==> src/rtl/shift_pkg.sv <==
// Shared op-code/state enums and default width for the shift register block.
package shift_pkg;

  localparam int DEFAULT_WIDTH = 8;

  typedef enum logic [2:0] {
    OP_HOLD = 3'b000,
    OP_SHL  = 3'b001,
    OP_SHR  = 3'b010,
    OP_LOAD = 3'b011,
    OP_ROL  = 3'b100,
    OP_ROR  = 3'b101,
    OP_ASR  = 3'b110,
    OP_CLR  = 3'b111
  } op_e;

  typedef enum logic {
    ST_IDLE = 1'b0,
    ST_RUN  = 1'b1
  } state_e;

  // Ops that move one bit per step and may be repeated by a multi-step start.
  function automatic logic is_shift(input op_e o);
    return (o == OP_SHL) || (o == OP_SHR) || (o == OP_ROL) ||
           (o == OP_ROR) || (o == OP_ASR);
  endfunction

endpackage

==> src/rtl/shreg_step.sv <==
// One shift/rotate step: purely combinational next value and shifted-out bit.
// LOAD is resolved by the caller (needs d); HOLD/LOAD pass q through.
module shreg_step
  import shift_pkg::*;
#(
  parameter int WIDTH = DEFAULT_WIDTH
) (
  input  logic [WIDTH-1:0] q,
  input  op_e              op,
  input  logic             i,
  output logic [WIDTH-1:0] q_next,
  output logic             so_next
);

  always_comb begin
    q_next  = q;
    so_next = 1'b0;
    case (op)
      OP_SHL: begin q_next = {q[WIDTH-2:0], i};        so_next = q[WIDTH-1]; end
      OP_SHR: begin q_next = {i, q[WIDTH-1:1]};        so_next = q[0];       end
      OP_ROL: begin q_next = {q[WIDTH-2:0], q[WIDTH-1]}; so_next = q[WIDTH-1]; end
      OP_ROR: begin q_next = {q[0], q[WIDTH-1:1]};     so_next = q[0];       end
      OP_ASR: begin q_next = {q[WIDTH-1], q[WIDTH-1:1]}; so_next = q[0];     end
      OP_CLR: q_next = '0;
      default: q_next = q;
    endcase
  end

endmodule

==> src/rtl/shift_register_n.sv <==
// Universal shift register with single-cycle ops and amt-step shifts (one step/cycle).
// Final value and one-cycle done appear together; inputs other than i are ignored while busy.
module shift_register_n
  import shift_pkg::*;
#(
  parameter int WIDTH = DEFAULT_WIDTH,
  parameter int CNT_W = $clog2(WIDTH + 1)
) (
  input  logic             clk,
  input  logic             rst,
  input  logic [2:0]       op,
  input  logic [WIDTH-1:0] d,
  input  logic             i,
  input  logic             start,
  input  logic [CNT_W-1:0] amt,
  output logic [WIDTH-1:0] q,
  output logic             so,
  output logic             busy,
  output logic             done
);

  state_e           state_q, state_d;
  op_e              op_q, op_d;
  logic [CNT_W-1:0] rem_q, rem_d;
  logic [WIDTH-1:0] q_q, q_d;
  logic             so_q, so_d;
  logic             done_q, done_d;

  op_e              op_in;
  op_e              step_op;
  logic [WIDTH-1:0] q_step;
  logic             so_step;

  assign op_in   = op_e'(op);
  assign step_op = (state_q == ST_RUN) ? op_q : op_in;

  shreg_step #(.WIDTH(WIDTH)) u_step (
    .q       (q_q),
    .op      (step_op),
    .i       (i),
    .q_next  (q_step),
    .so_next (so_step)
  );

  always_comb begin
    state_d = state_q;
    op_d    = op_q;
    rem_d   = rem_q;
    q_d     = q_q;
    so_d    = so_q;
    done_d  = 1'b0;
    case (state_q)
      ST_IDLE: begin
        if (start && is_shift(op_in)) begin
          if (amt != '0) begin
            q_d   = q_step;
            so_d  = so_step;
            op_d  = op_in;
            rem_d = amt - CNT_W'(1);
            if (amt == CNT_W'(1)) done_d  = 1'b1;
            else                  state_d = ST_RUN;
          end else begin
            // Zero-step launch: nothing moves, but the requester still gets its done.
            done_d = 1'b1;
          end
        end else begin
          q_d = (op_in == OP_LOAD) ? d : q_step;
          if (is_shift(op_in)) so_d = so_step;
        end
      end
      ST_RUN: begin
        q_d   = q_step;
        so_d  = so_step;
        rem_d = rem_q - CNT_W'(1);
        if (rem_q == CNT_W'(1)) begin
          state_d = ST_IDLE;
          done_d  = 1'b1;
        end
      end
      default: state_d = ST_IDLE;
    endcase
  end

  always_ff @(posedge clk) begin
    if (rst) begin
      state_q <= ST_IDLE;
      op_q    <= OP_HOLD;
      rem_q   <= '0;
      q_q     <= '0;
      so_q    <= 1'b0;
      done_q  <= 1'b0;
    end else begin
      state_q <= state_d;
      op_q    <= op_d;
      rem_q   <= rem_d;
      q_q     <= q_d;
      so_q    <= so_d;
      done_q  <= done_d;
    end
  end

  assign q    = q_q;
  assign so   = so_q;
  assign busy = (state_q == ST_RUN);
  assign done = done_q;

endmodule

==> config.mk <==
export PLATFORM = sky130hd
export DESIGN_NAME = shift_register_n
export DESIGN_NICKNAME = d
export VERILOG_FILES = /design/src/rtl/shift_pkg.sv /design/src/rtl/shreg_step.sv /design/src/rtl/shift_register_n.sv
export SDC_FILE = /design/constraint.sdc
export NUM_CORES = 1
export LEC_CHECK = 0
export BUFFER_PORTS_ARGS = -buffer_cell sky130_fd_sc_hd__buf_2
export CAP_MARGIN = 20
export CORE_MARGIN = 3
export CORE_UTILIZATION = 30
export CTS_CLUSTER_DIAMETER = 200
export DETAILED_ROUTE_END_ITERATION = 10
export PLACE_DENSITY_LB_ADDON = 0.15
export SETUP_SLACK_MARGIN = 0.4
export SYNTH_ARGS = -nofsm -noshare
export SYNTH_HDL_FRONTEND = slang
export SYNTH_HIERARCHICAL = 1
export SYNTH_SLANG_ARGS = --single-unit
==> constraint.sdc <==
create_clock -name clk -period 2.45 [get_ports clk]
set_input_delay 0.3675 -clock clk [delete_from_list [all_inputs] [get_ports clk]]
set_output_delay 0.3675 -clock clk [all_outputs]
set_load 0.01 [all_outputs]
==> summary.md, run 1 <==
| Metric | Value |
|---|---|
| Mux contribution to synthesized area | 17.8% |
| Leak pwr | 0.721 nW |
| Total gr overflow | 0 |
| Library cells used by synthesis | 49 |
| Area share of the largest cell type after synthesis | 25.1% |
| Routed WL | 3910 um |
| Max-slew violation count | 0 |
| Peak fanout along the critical path | 15 |
| Iteration-0 DRC Markers | 88 |
| Delay of the slowest critical-path stage | 470 ps |
| Worst Path Arrival | 2090 ps |
| Max_slew headroom | 56.5% |
| NumNets Final | 225 |
| Post-DP HPWL | 2780 um |
| Post-synthesis adder-cell area fraction | 3.49% |
| CP max stage cell | mux2_2 |
| Die area | 0.00565 mm^2 |
| Vias | 1400 |
| Final Util | 38.9% |
| Avg Inst Size Synth | 8.48 um^2 |
| DRC | 0 |
| Clk_skew | 2.95 ps |
| Clock sinks | 18 |
| Most common cell after layout, fill and taps aside | buf_2 |
| ANT cells | 0 |
| CP required | 2620 ps |
| I/O Buffers | 29 |
| Power per Cell Area | 491 mW/mm^2 |
| Placeable Area | 0.00447 mm^2 |
| Max Cap Violations | 0 |
| Share of layout cells above drive strength 1 | 30.3% |
| WP buf/inv | 0 |
| XOR/XNOR Fraction of Synth Area | 1.83% |
| Ys Warns | 6 |
| Peak VDD IR | 0.000204 V |
| Main combinational cell family by area after synthesis | simple AND/OR/NAND/NOR gates |
| Setup violations, final | 0 |
| Internal power | 0.585 mW |
| Clk_lat worst skew | 250 ps |
| Outcome | complete, no violations |
| RSZ-0062 raised after global routing | false |
| Largest net degree at the start of global routing | 24 |
| WL/cell | 15.5 um |
| Comb pwr share | 30.5% |
| CP Launch Type | flop |
| GRT Total Usage | 13.9% |
| Mapped Area | 0.00143 mm^2 |
| Initial antenna violation count | 0 |
| Leading area contributor after synthesis | dfxtp_1 |
| Simple-Gate Fraction of Synth Area | 24.3% |
| Seq/Total Area, Yosys | 25.1% |
| Initial Util | 32.0% |
| Reg power frac | 40.4% |
| Fmax | 0.521 GHz |
| Power after layout | 0.854 mW |
| Post-synthesis compound-gate area fraction | 22.1% |
| Cell family with most CP delay | compound AO/OA/AOI/OAI gates |
| Clock power share | 29.1% |
| Ys async rst share | 0% |
| Number of synthesized flops with an enable pin | 0 |
| Ranking of synthesized cells by area | dfxtp_1, mux2i_1, a211oi_1, nor2_1, mux2_2 |
| First-pass GRT wire length | 6150 um |
| Std cell rows | 24 |
| Ports | 30 |
| H-tree depth | 1 |
| Vias per cell | 5.53 |
| Root buf cell | clkbuf_8 |
| Hold buffer count at CTS | 0 |
| Most common flop cell mapped by yosys | dfxtp_1 |
| Critical-path cell list | mux2_2 > or2_2 > o2bb2ai_1 > a221o_1 > mux2i_1 > a211oi_1 |
| Area Overhead vs Synth | 21.4% |
| Period Utilization, post-route | 78.3% |
| Worst Max-Slew Pin Slew | 648 ps |
| Most frequent cells in the layout | buf_2, nor2_1, dfxtp_1, mux2i_1, a211oi_1 |
| Tmin final | 1920 ps |
| Final ANT Viol Nets | 0 |
| CTS Buffer Depth | 2 |
| Clock-pin slew on the worst setup and hold paths | 70 ps |
| NetSw | 0.269 mW |
| Die H | 75.1 um |
| CTS tree | done |
| Crit path kind | reg2reg |
| Hold Path Class | in2reg |
| GPL Wtd Cong | 0.861 |
| Switching Fraction | 31.5% |
| Setup crit end kind | flop |
| DRT Pass-1 Iters | 4 |
| Flop and latch count out of synthesis | 18 |
| Net count after synthesis | 192 |
| Die Wd | 75.1 um |
| Final hold vios | 0 |
| Post-Syn Instances | 169 |
| Total CTS buffers | 3 |
| Number of global-route vias before repair | 1280 |
| Setup TNS | 0 ps |
-- per-stage QoR --
step | hold WS [ps] | std cells | cell area (um^2) | setup slack (ps)
3_5_place_dp | 473 | 242 | 1620 | 353
6_report | 444 | 253 | 1740 | 532
5_1_grt | 461 | 253 | 1740 | 410
4_1_cts | 441 | 246 | 1670 | 408
3_3_place_gp | 461 | 242 | 1620 | 394
2_1_floorplan | 454 | 169 | 1470 | 413
-- power groups by stage --
| stage | registers [mW] | clock network, mW | logic (mW) |
|---|---|---|---|
| after global placement | 0.350 | 0 | 0.233 |
| after detailed placement | 0.352 | 0 | 0.238 |
| after floorplan | 0.349 | 0 | 0.187 |
| final | 0.345 | 0.249 | 0.260 |
| after CTS | 0.345 | 0.260 | 0.240 |
| after global routing | 0.350 | 0.272 | 0.290 |
-- final timing paths --
| check | from | end | slack (ps) | cells past startpoint |
|---|---|---|---|---|
| setup / recovery | busy | q[1] | 530 | 6 |
| hold / removal | op[1] | op_q[1] | 440 | 3 |
| setup reg to reg | busy | q[1] | 530 | 6 |
| hold reg to reg | so | so | 490 | 2 |
-- synthesized netlist by cell type (4+ instances only) --
cell	instances
dfxtp_1	18
inv_1	5
buf_2	4
nand2_1	5
nor2b_1	9
or3_1	4
a211oi_1	9
mux2i_1	15
mux2_2	6
a22oi_1	5
clkbuf_1	4
nor2_1	18
nor3_1	6
and2_1	6
o21ai_0	8
o211ai_1	5
ha_1	4
-- tightest hold or removal path: cells and delay by family --
family / cells / cell delay, ps
and+or+nand+nor: 1 / 80
muxes: 1 / 80
buffers and inverters: 1 / 140
-- cells by family after synthesis --
logic type               after synthesis
multiplexers                          23
XOR/XNOR                               3
adder cells (fa/ha/maj)                4
flip-flops                            18
buffers and inverters                 16
AO/OA/AOI/OAI                         43
AND/OR/NAND/NOR                       62
-- flip-flops by register name (all words and copies together) (netlist names) --
signal / flops
q: 8
rem_q: 4
op_q: 3
busy: 1
done: 1
so: 1
-- cell type report --
type                    instances  area (um^2)
clock buffers                   4         55.1
inverters                       5         18.8
multi-input cells             137         1030
repair buffers                 37          205
fillers                       444         2730
flip-flops and latches         18          364
well taps                      52         65.1
-- metal layers --
| metal | vias up | wire (um) | track usage, % |
|---|---|---|---|
| met3 | 5 | 215 | 2.54 |
| met1 | 654 | 1950 | 20.2 |
| met5 | - | 0 | 0 |
| li1 | 700 | - | - |
| met4 | 0 | 38 | 4.08 |
| met2 | 41 | 1700 | 20.8 |
-- repair_timing --
action,in CTS,in global routing
buffers inserted,0,5
setup endpoints to repair,0,8
resized for setup,0,3
No activity file was read; power rests on OpenSTA's default activity.
==> inputs of run 2 (changes only) <==
- clock period: 2.45 -> 1.55 ns (I/O delays scaled with it)
==> summary.md, run 2 (synthesis gave the netlist of run 1 again) <==
| Metric | Value |
|---|---|
| NumNets Final | 256 |
| Root buf cell | clkbuf_8 |
| Delay of the slowest critical-path stage | 440 ps |
| NetSw | 0.487 mW |
| Max-slew violation count | 0 |
| CP max stage cell | mux4_2 |
| Final std cells w/o fill | 284 |
| Period Utilization, post-route | 119% |
| CP Launch Type | flop |
| R2R Path End | q[7] |
| Routed WL | 4190 um |
| Placeable Area | 0.00447 mm^2 |
| Most common cell after layout, fill and taps aside | buf_4 |
| Largest net degree at the start of global routing | 23 |
| Fin worst setup slack | -300 ps |
| Peak fanout along the critical path | 5 |
| Final Util | 49.5% |
| CP required | 1690 ps |
| ANT cells | 0 |
| Die area | 0.00565 mm^2 |
| Total CTS buffers | 3 |
| GRT Total Usage | 16.1% |
| DP Area | 0.00185 mm^2 |
| Final hold vios | 0 |
| Fmax | 0.541 GHz |
| Most frequent cells in the layout | buf_4, buf_2, nor2_1, dfxtp_1, mux2i_1 |
| R2r setup slk | -300 ps |
| Die H | 75.1 um |
| Clk_skew | 4.80 ps |
| Hold path startpoint | op[1] |
| Reg power frac | 35.6% |
| Final ANT Viol Nets | 0 |
| Comb pwr share | 38.3% |
| Worst r2r path cells | 6 |
| Critical R2R Launch | busy |
| Hold Path Class | in2reg |
| Clock power share | 26.1% |
| CTS tree | done |
| DRT Pass-1 Iters | 4 |
| Post-DP HPWL | 2940 um |
| First-pass GRT wire length | 7120 um |
| Vias per cell | 5.43 |
| Placed insts | 266 |
| Power after layout | 1.54 mW |
| Total gr overflow | 0 |
| Design area | 0.00221 mm^2 |
| Critical-path cell list | mux2_4 > and2_4 > or2_1 > mux4_2 > mux2i_1 > a211oi_1 |
| Ports | 30 |
| Worst Hold Endpoint | op_q[1] |
| Setup violations, final | 9 |
| Vias | 1541 |
| Failing checks | setup timing |
| Share of layout cells above drive strength 1 | 48.7% |
| Die Wd | 75.1 um |
| CTS Buffer Depth | 2 |
| Power per Cell Area | 697 mW/mm^2 |
| WL/cell | 14.8 um |
| Hold buffer count at CTS | 0 |
| Clock sinks | 18 |
| Hold path depth | 3 |
| Number of global-route vias before repair | 1565 |
| Initial Util | 32.0% |
| I/O Buffers | 29 |
| Setup crit end kind | flop |
| DRC | 0 |
| Crit path kind | reg2reg |
| Iteration-0 DRC Markers | 110 |
| Dpl ws | -309 ps |
| Switching Fraction | 31.5% |
| Worst Max-Slew Pin Slew | 407 ps |
| Worst Path Arrival | 1990 ps |
| Std cell rows | 24 |
| Max Cap Violations | 0 |
| Leak pwr | 0.940 nW |
| Outcome | finished with violations |
| GPL Wtd Cong | 0.760 |
| Clock-pin slew on the worst setup and hold paths | 80 ps |
| Initial antenna violation count | 0 |
| RSZ-0062 raised after global routing | true |
| Internal power | 1.06 mW |
| Max reg flops | 8 |
| Area Overhead vs Synth | 54.4% |
| Clk_lat worst skew | 260 ps |
| Max_slew headroom | 72.9% |
| H-tree depth | 1 |
| Peak VDD IR | 0.000293 V |
| Tmin final | 1850 ps |
-- run 2: cell count changes in the layout (fill, tap and decap cells not counted), sizes merged --
| cell | delta |
|---|---|
| mux2 | -1 |
| buf | +32 |
-- run 2: critical path: cells and delay by family, from the launching register on --
kind / cells / cell delay, ps
muxes: 3 / 930
DFF: 1 / 370
and+or+nand+nor: 2 / 340
AOI/OAI and AO/OA: 1 / 90
-- run 2: timing repair --
action / 4_1_cts / 5_1_grt
pin swaps: 10 / 9
endpoints found under the setup margin: 21 / 22
buffers inserted: 6 / 7
gates resized for setup: 31 / 18
cloned: 1 / 0
-- run 2: through the flow --
| stage | TNS (ps) | hold WS, ps |
|---|---|---|
| final | -1770 | 270 |
| after global routing | -2740 | 308 |
| after CTS | -1790 | 276 |
| after detailed placement | -2660 | 498 |
| after global placement | -2350 | 458 |
| after floorplan | -3400 | 379 |
-- run 2: area by class of cell --
| type | count | area, um^2 |
|---|---|---|
| Timing Repair Buffer | 69 | 554 |
| Sequential cell | 18 | 364 |
| Clock buffer | 4 | 55.1 |
| Multi-Input combinational cell | 136 | 1140 |
| Tap cell | 52 | 65.1 |
| Inverter | 5 | 36.3 |
| Fill cell | 411 | 2260 |
-- run 2: metal layers --
layer,vias up,routed length (um),GRT usage (%)
met5,-,0,0
met4,0,48,5.44
met3,6,182,3.34
met2,44,2170,28.2
met1,729,1790,19.4
li1,762,-,-
-- run 2: worst max path at each step --
stage	start	end	slack [ps]	depth (start not counted)
2_1_floorplan	busy	q[1]	-480	9
3_3_place_gp	busy	q[7]	-250	6
3_5_place_dp	busy	q[7]	-310	6
4_1_cts	busy	q[7]	-300	6
5_1_grt	busy	q[7]	-380	6
6_report	busy	q[7]	-300	6
-- run 2: power by group through the flow --
stage / combinational (mW) / sequential (mW) / clock, mW
3_5_place_dp: 0.461 / 0.551 / 0
6_report: 0.591 / 0.550 / 0.403
4_1_cts: 0.528 / 0.544 / 0.420
5_1_grt: 0.646 / 0.555 / 0.445
3_3_place_gp: 0.452 / 0.549 / 0
2_1_floorplan: 0.310 / 0.551 / 0
